[src/rtl/mux_scan_pkg.sv]
// Shared definitions for the MUX_4x1 channel scanner.
// - scan_state_e : scanner FSM state encoding
// - NUM_CH       : number of mux channels (fixed at 4 to match MUX_4x1)
// - next_enabled : lowest enabled channel at or above a starting index
package mux_scan_pkg;

  localparam int unsigned NUM_CH = 4;

  typedef enum logic [1:0] {
    StIdle    = 2'd0,
    StSettle  = 2'd1,
    StCapture = 2'd2,
    StDone    = 2'd3
  } scan_state_e;

  typedef struct packed {
    logic       found;
    logic [1:0] idx;
  } next_ch_t;

  // Priority search for the lowest set mask bit with index >= from.
  // from is 3 bits wide so that "above channel 3" (4) finds nothing,
  // which keeps a scan from wrapping back to channel 0.
  function automatic next_ch_t next_enabled(input logic [3:0] mask, input logic [2:0] from);
    next_ch_t r;
    r = '0;
    for (int i = NUM_CH - 1; i >= 0; i--) begin
      if (mask[i] && (3'(i) >= from)) begin
        r.found = 1'b1;
        r.idx   = 2'(i);
      end
    end
    return r;
  endfunction

endpackage

[src/rtl/mux_channel_scanner_timer.sv]
// scan_settle_timer: settle-time counter for the channel scanner.
// Ports:
//   clk, rst_n : clock and synchronous active-low reset
//   clr        : clear the count (takes priority over en)
//   en         : advance the count by one
//   tc         : high while the count shows the last settle cycle,
//                i.e. SETTLE_CYCLES cycles have elapsed at the next edge
module scan_settle_timer #(
  parameter int unsigned SETTLE_CYCLES = 2
) (
  input  logic clk,
  input  logic rst_n,
  input  logic clr,
  input  logic en,
  output logic tc
);

  logic [3:0] count_q, count_d;

  always_comb begin
    count_d = count_q;
    if (clr) begin
      count_d = 4'd0;
    end else if (en) begin
      count_d = count_q + 4'd1;
    end
  end

  always_ff @(posedge clk) begin
    if (!rst_n) begin
      count_q <= 4'd0;
    end else begin
      count_q <= count_d;
    end
  end

  assign tc = (count_q == 4'(SETTLE_CYCLES - 1));

endmodule

[src/rtl/mux_channel_scanner.sv]
// mux_channel_scanner: drives MUX_4x1 select lines through the enabled
// channels in ascending order, samples mux_y after a settle time into
// result[ch], and offers the snapshot on a valid/ready handshake.
// Ports:
//   clk, rst_n       : clock, synchronous active-low reset
//   start, ch_mask   : scan request (IDLE only) and channel enable mask
//   abort            : cancel an in-progress scan (SETTLE/CAPTURE only)
//   mux_y            : mux output
//   sel1, sel0       : mux select
//   busy             : scan in progress
//   out_valid/ready  : result handshake
//   result           : sampled channel values, masked channels read 0
module mux_channel_scanner
  import mux_scan_pkg::*;
#(
  parameter int unsigned SETTLE_CYCLES = 2
) (
  input  logic       clk,
  input  logic       rst_n,
  input  logic       start,
  input  logic [3:0] ch_mask,
  input  logic       abort,
  input  logic       mux_y,
  output logic       sel1,
  output logic       sel0,
  output logic       busy,
  output logic       out_valid,
  input  logic       out_ready,
  output logic [3:0] result
);

  if ((SETTLE_CYCLES < 1) || (SETTLE_CYCLES > 15)) begin : g_bad_settle
    $error("mux_channel_scanner: SETTLE_CYCLES must be in 1..15");
  end

  scan_state_e state_q, state_d;
  logic [1:0]  sel_q, sel_d;
  logic [3:0]  mask_q, mask_d;
  logic [3:0]  result_q, result_d;
  logic        cnt_clr, cnt_en, cnt_tc;
  next_ch_t    nxt;

  scan_settle_timer #(
    .SETTLE_CYCLES(SETTLE_CYCLES)
  ) u_timer (
    .clk  (clk),
    .rst_n(rst_n),
    .clr  (cnt_clr),
    .en   (cnt_en),
    .tc   (cnt_tc)
  );

  always_comb begin
    state_d  = state_q;
    sel_d    = sel_q;
    mask_d   = mask_q;
    result_d = result_q;
    cnt_clr  = 1'b1;
    cnt_en   = 1'b0;
    nxt      = '0;
    unique case (state_q)
      StIdle: begin
        // abort is ignored here; start alone decides.
        if (start) begin
          mask_d   = ch_mask;
          result_d = 4'h0;
          nxt      = next_enabled(ch_mask, 3'd0);
          if (nxt.found) begin
            sel_d   = nxt.idx;
            state_d = StSettle;
          end else begin
            state_d = StDone;
          end
        end
      end
      StSettle: begin
        if (abort) begin
          result_d = 4'h0;
          state_d  = StIdle;
        end else begin
          cnt_clr = 1'b0;
          cnt_en  = 1'b1;
          if (cnt_tc) begin
            state_d = StCapture;
          end
        end
      end
      StCapture: begin
        if (abort) begin
          result_d = 4'h0;
          state_d  = StIdle;
        end else begin
          result_d[sel_q] = mux_y;
          nxt = next_enabled(mask_q, {1'b0, sel_q} + 3'd1);
          if (nxt.found) begin
            sel_d   = nxt.idx;
            state_d = StSettle;
          end else begin
            state_d = StDone;
          end
        end
      end
      StDone: begin
        if (out_ready) begin
          state_d = StIdle;
        end
      end
      default: state_d = StIdle;
    endcase
  end

  always_ff @(posedge clk) begin
    if (!rst_n) begin
      state_q  <= StIdle;
      sel_q    <= 2'd0;
      mask_q   <= 4'h0;
      result_q <= 4'h0;
    end else begin
      state_q  <= state_d;
      sel_q    <= sel_d;
      mask_q   <= mask_d;
      result_q <= result_d;
    end
  end

  assign sel1      = sel_q[1];
  assign sel0      = sel_q[0];
  assign busy      = (state_q == StSettle) || (state_q == StCapture);
  assign out_valid = (state_q == StDone);
  assign result    = result_q;

endmodule

[config.mk]
export PLATFORM = sky130hd
export DESIGN_NAME = mux_channel_scanner
export DESIGN_NICKNAME = d
export VERILOG_FILES = /design/src/rtl/mux_scan_pkg.sv /design/src/rtl/mux_channel_scanner_timer.sv /design/src/rtl/mux_channel_scanner.sv
export SDC_FILE = /design/constraint.sdc
export NUM_CORES = 1
export LEC_CHECK = 0
export BUFFER_PORTS_ARGS = -buffer_cell sky130_fd_sc_hd__buf_2
export CAP_MARGIN = 0
export CORE_MARGIN = 2
export CORE_UTILIZATION = 48
export DETAILED_ROUTE_END_ITERATION = 8
export GPL_ROUTABILITY_DRIVEN = 0
export PLACE_DENSITY = 0.67
export SYNTH_ARGS = -nofsm -noshare
export SYNTH_HDL_FRONTEND = slang
export SYNTH_SLANG_ARGS = --single-unit
[constraint.sdc]
create_clock -name clk -period 2.27 [get_ports clk]
set_input_delay 0.681 -clock clk [delete_from_list [all_inputs] [get_ports clk]]
set_output_delay 0.681 -clock clk [all_outputs]
set_load 0.03 [all_outputs]
==> results.md <==
Clock tree:
- The number of buffers on the longest clock path is 2.
- After clock tree synthesis, the setup repair step added 0 buffers.
- The number of instances resized during post-cts repair is 0.
- The clock insertion delay at the later pin of the skew report is 280 ps.
- Clock-pin slew was measured on the worst setup and hold paths at 90 ps.
- In this run the number of H-tree levels came out at 1.
- The hold buffer count at CTS is 0.
- TritonCTS built the clock tree.
- The number of buffers added by the clock tree synthesis step is 3.
- The clock tree root driver cell is sky130_fd_sc_hd__clkbuf_4.
- Clock tree synthesis found a total of 15 sinks.

Timing:
- The worst slew slack as a fraction of its limit is 0.655.
- Of the available clock period, the critical path in the final layout requires 0.853.
- The highest attainable clock frequency is 0.516 GHz.
- The setup total negative slack is 0 ps.
- The max-slew violation count is 0.
- The count of final hold-check violations is 0.
- For the final database, setup skew stands at 5.45 ps.
- Setup repair after global routing left no endpoint under its margin.
- For the pin with the worst max-slew slack, the measured transition is 517 ps.
- The worst hold slack is 471 ps.
- The final period demand of the worst path is 1940 ps.
- The setup violation total in the final timing report is 0.

Synth:
- The number of flops mapped to enable cells by yosys is 0.
- The synthesized netlist contains 33 unique library cells.
- The share of flip-flops with an asynchronous set or reset is 0.
- The commonest cells after synthesis are sky130_fd_sc_hd__dfxtp_1 (15), sky130_fd_sc_hd__nor2_1 (14), sky130_fd_sc_hd__o21ai_0 (10), sky130_fd_sc_hd__a21oi_1 (9), sky130_fd_sc_hd__nand2_1 (8).
- The most common cell in the synthesized netlist is sky130_fd_sc_hd__dfxtp_1.
- The net count after synthesis is 127.
- Of the synthesized area, sequential elements account for 0.338.
- Of all cell types, the one taking the most synthesized area is sky130_fd_sc_hd__dfxtp_1.
- The top-area cell type share of the netlist area is 0.338.
- Ranked by total cell area, the synthesized netlist is headed by sky130_fd_sc_hd__dfxtp_1 (34%), sky130_fd_sc_hd__ha_1 (9.8%), sky130_fd_sc_hd__nor2_1 (5.9%).
- After synthesis the netlist holds a flip-flop and latch count of 15.
- During synthesis, Yosys emitted a total of 0 warnings.
- The mean cell area of the mapped netlist is 8.09 um^2.
- The top flip-flop cell by instance count after synthesis is sky130_fd_sc_hd__dfxtp_1.
- The cell area that synthesis handed to floorplanning was 890 um^2.
- Synthesis produced 110 cells.

Global routing:
- The number of global-route vias before repair is 701.
- Global routing finished with a remaining overflow of 0.
- The overall global routing resource usage is 0.186.
- The number of antenna violations at the first check in global routing was 0.
- The first global-routing pass estimated 2.90 mm of wire.
- Entering global routing, the biggest net connects 16 pins.

Pwr:
- The power per unit of standard cell area is 1050 nW/um^2.
- Summed over all cells, the static leakage comes to 0.417 nW.
- Power comes to 1.07 mW.
- The maximum resistive drop on vdd is 799 uV.

Final layout:
- The number of antenna diodes is 0.
- The fraction of final layout cells with drive strength greater than 1 is 0.217.
- The area of all placed cells without fillers is 1020 um^2.
- The signed area change from the synthesized netlist to the final layout is 14.6%.
- The total number of nets in the final design is 147.

Critical path:
- The largest single stage delay on the critical path is 400 ps.
- The reg-to-reg startpoint is state_q[0].
- The critical path class is register to primary output.
- STA puts the critical path data required time at 1590 ps.
- The critical path goes through inv_1 > ha_1 > buf_2.
- The arrival time of data at the critical path endpoint is 1260 ps.
- The endpoint identified for the worst register-to-register timing path is result[3].
- The worst register-to-register path has a depth of 7.
- The library cell contributing the largest single delay on the critical path is sky130_fd_sc_hd__dfxtp_1.
- Grouping stages by cell kind, the critical path spends the most delay in flip-flops.
- The largest fanout on the critical path is 4.
- The internal reg-to-reg setup slack is 420 ps.
- The worst setup path is captured at a primary output.
- The number of buffers and inverters on the critical path is 2.
- The nature of the critical path startpoint is a register.

Floorplan:
- The total area inside the core boundary comes to 1730 um^2.
- The I/O pin total is 18.
- The floorplan step defined a die boundary enclosing 2210 um^2.
- The count of standard-cell rows is 15.
- The horizontal extent of the die is 47.1 um.
- The die outline height is 47.1 um.
- The initial utilization of the core area, before any placement, comes to 0.515.

Placement:
- The wire-length estimate of the detail-placed layout is 1.46 mm.
- The quantity of I/O buffers inserted on ports is 17.
- The post-place instance area is 993 um^2.

Hold path:
- The destination of the worst hold path is result[2].
- The startpoint of the tightest hold check path is result[2].
- Counting instances, the worst hold path has a depth of 2.
- The worst min-delay path class is register to register.

Route:
- For this block, the via count after detailed routing is 850.
- The count of unresolved DRC violations after routing is 0.
- The count of nets left with antenna violations once routing finished came out at 0.
- After detailed routing, the average wire length per cell comes to 12.1 um.
- Before antenna repair, the detailed router went through 4 iterations.
- Dividing the detail-routed via count by the number of cells gives 5.52.
- The initial DRC count is 21.
- Wires add up to 1.87 mm.

Flow run:
- The tool flagged a number of max-cap violations equal to 0.

Status:
- The run finished with clean final reports.
metrics by stage:
step / setup slack (ps) / cells / util
2_1_floorplan: 617 / 110 / -
3_3_place_gp: 432 / 150 / 0.575
3_5_place_dp: 392 / 150 / 0.575
4_1_cts: 335 / 154 / 0.591
5_1_grt: 265 / 154 / 0.591
6_report: 334 / 154 / 0.591
cell families after synthesis:
logic type / synth area share
flops: 0.338
compound gates: 0.228
buf+inv: 0.0436
xor+xnor: 0.0197
fa+ha+maj: 0.0984
simple gates: 0.273
metal layers:
| metal | up-vias | part of all wire | global-route usage |
|---|---|---|---|
| met5 | - | 0 | 0 |
| li1 | 428 | - | - |
| met2 | 33 | 0.46 | 0.279 |
| met3 | 6 | 0.069 | 0.0385 |
| met4 | 0 | 0.016 | 0.111 |
| met1 | 383 | 0.45 | 0.246 |
sequential cells by signal, indices dropped and copies added, names as in the netlist:
| register | cells |
|---|---|
| mask_q | 3 |
| result | 4 |
| sel_q | 2 |
| state_q | 2 |
| u_timer.count_q | 4 |
report_power, final:
part	switching, mW	internal, mW	total, mW
logic	0.321	0.200	0.521
registers	0.0833	0.309	0.392
clock network	0.0842	0.0683	0.152
total	0.489	0.577	1.07
area by class of cell:
| type | instances | area, um^2 |
|---|---|---|
| fillers | 179 | 707 |
| multi-input cells | 86 | 551 |
| flip-flops and latches | 15 | 300 |
| repair buffers | 17 | 85.1 |
| well taps | 25 | 31.3 |
| clock buffers | 4 | 26.3 |
| inverters | 7 | 26.3 |
worst max path at each step:
stage	depth (start not counted)	startpoint	slack, ps	end
2_1_floorplan	5	ch_mask[3]	620	sel_q[0]
3_3_place_gp	6	ch_mask[3]	430	sel_q[0]
3_5_place_dp	6	ch_mask[3]	390	sel_q[0]
4_1_cts	3	state_q[0]	340	busy
5_1_grt	3	state_q[0]	260	busy
6_report	3	state_q[0]	330	busy
placed cells by master (no fill, tap or decap), types with 2 or more instances in the layout:
| master | synthesis | layout |
|---|---|---|
| sky130_fd_sc_hd__a21oi_1 | 9 | 9 |
| sky130_fd_sc_hd__a31oi_1 | 2 | 2 |
| sky130_fd_sc_hd__buf_2 | 1 | 17 |
| sky130_fd_sc_hd__clkbuf_4 | 0 | 3 |
| sky130_fd_sc_hd__dfxtp_1 | 15 | 15 |
| sky130_fd_sc_hd__ha_1 | 7 | 7 |
| sky130_fd_sc_hd__inv_1 | 6 | 6 |
| sky130_fd_sc_hd__nand2_1 | 8 | 8 |
| sky130_fd_sc_hd__nand3_1 | 7 | 7 |
| sky130_fd_sc_hd__nor2_1 | 14 | 14 |
| sky130_fd_sc_hd__nor2_2 | 3 | 3 |
| sky130_fd_sc_hd__nor2b_1 | 6 | 6 |
| sky130_fd_sc_hd__o21ai_0 | 10 | 10 |
| sky130_fd_sc_hd__or3_4 | 2 | 2 |
worst register-to-register path, delay by kind of cell, from the launching register on:
kind                     cells  cell delay (ps)
adder cells (fa/ha/maj)      1              270
AO/OA/AOI/OAI                1              180
AND/OR/NAND/NOR              4              820
flip-flops                   1              400
buffers and inverters        1              100
Note: power is estimated with default switching activity, not from simulation.
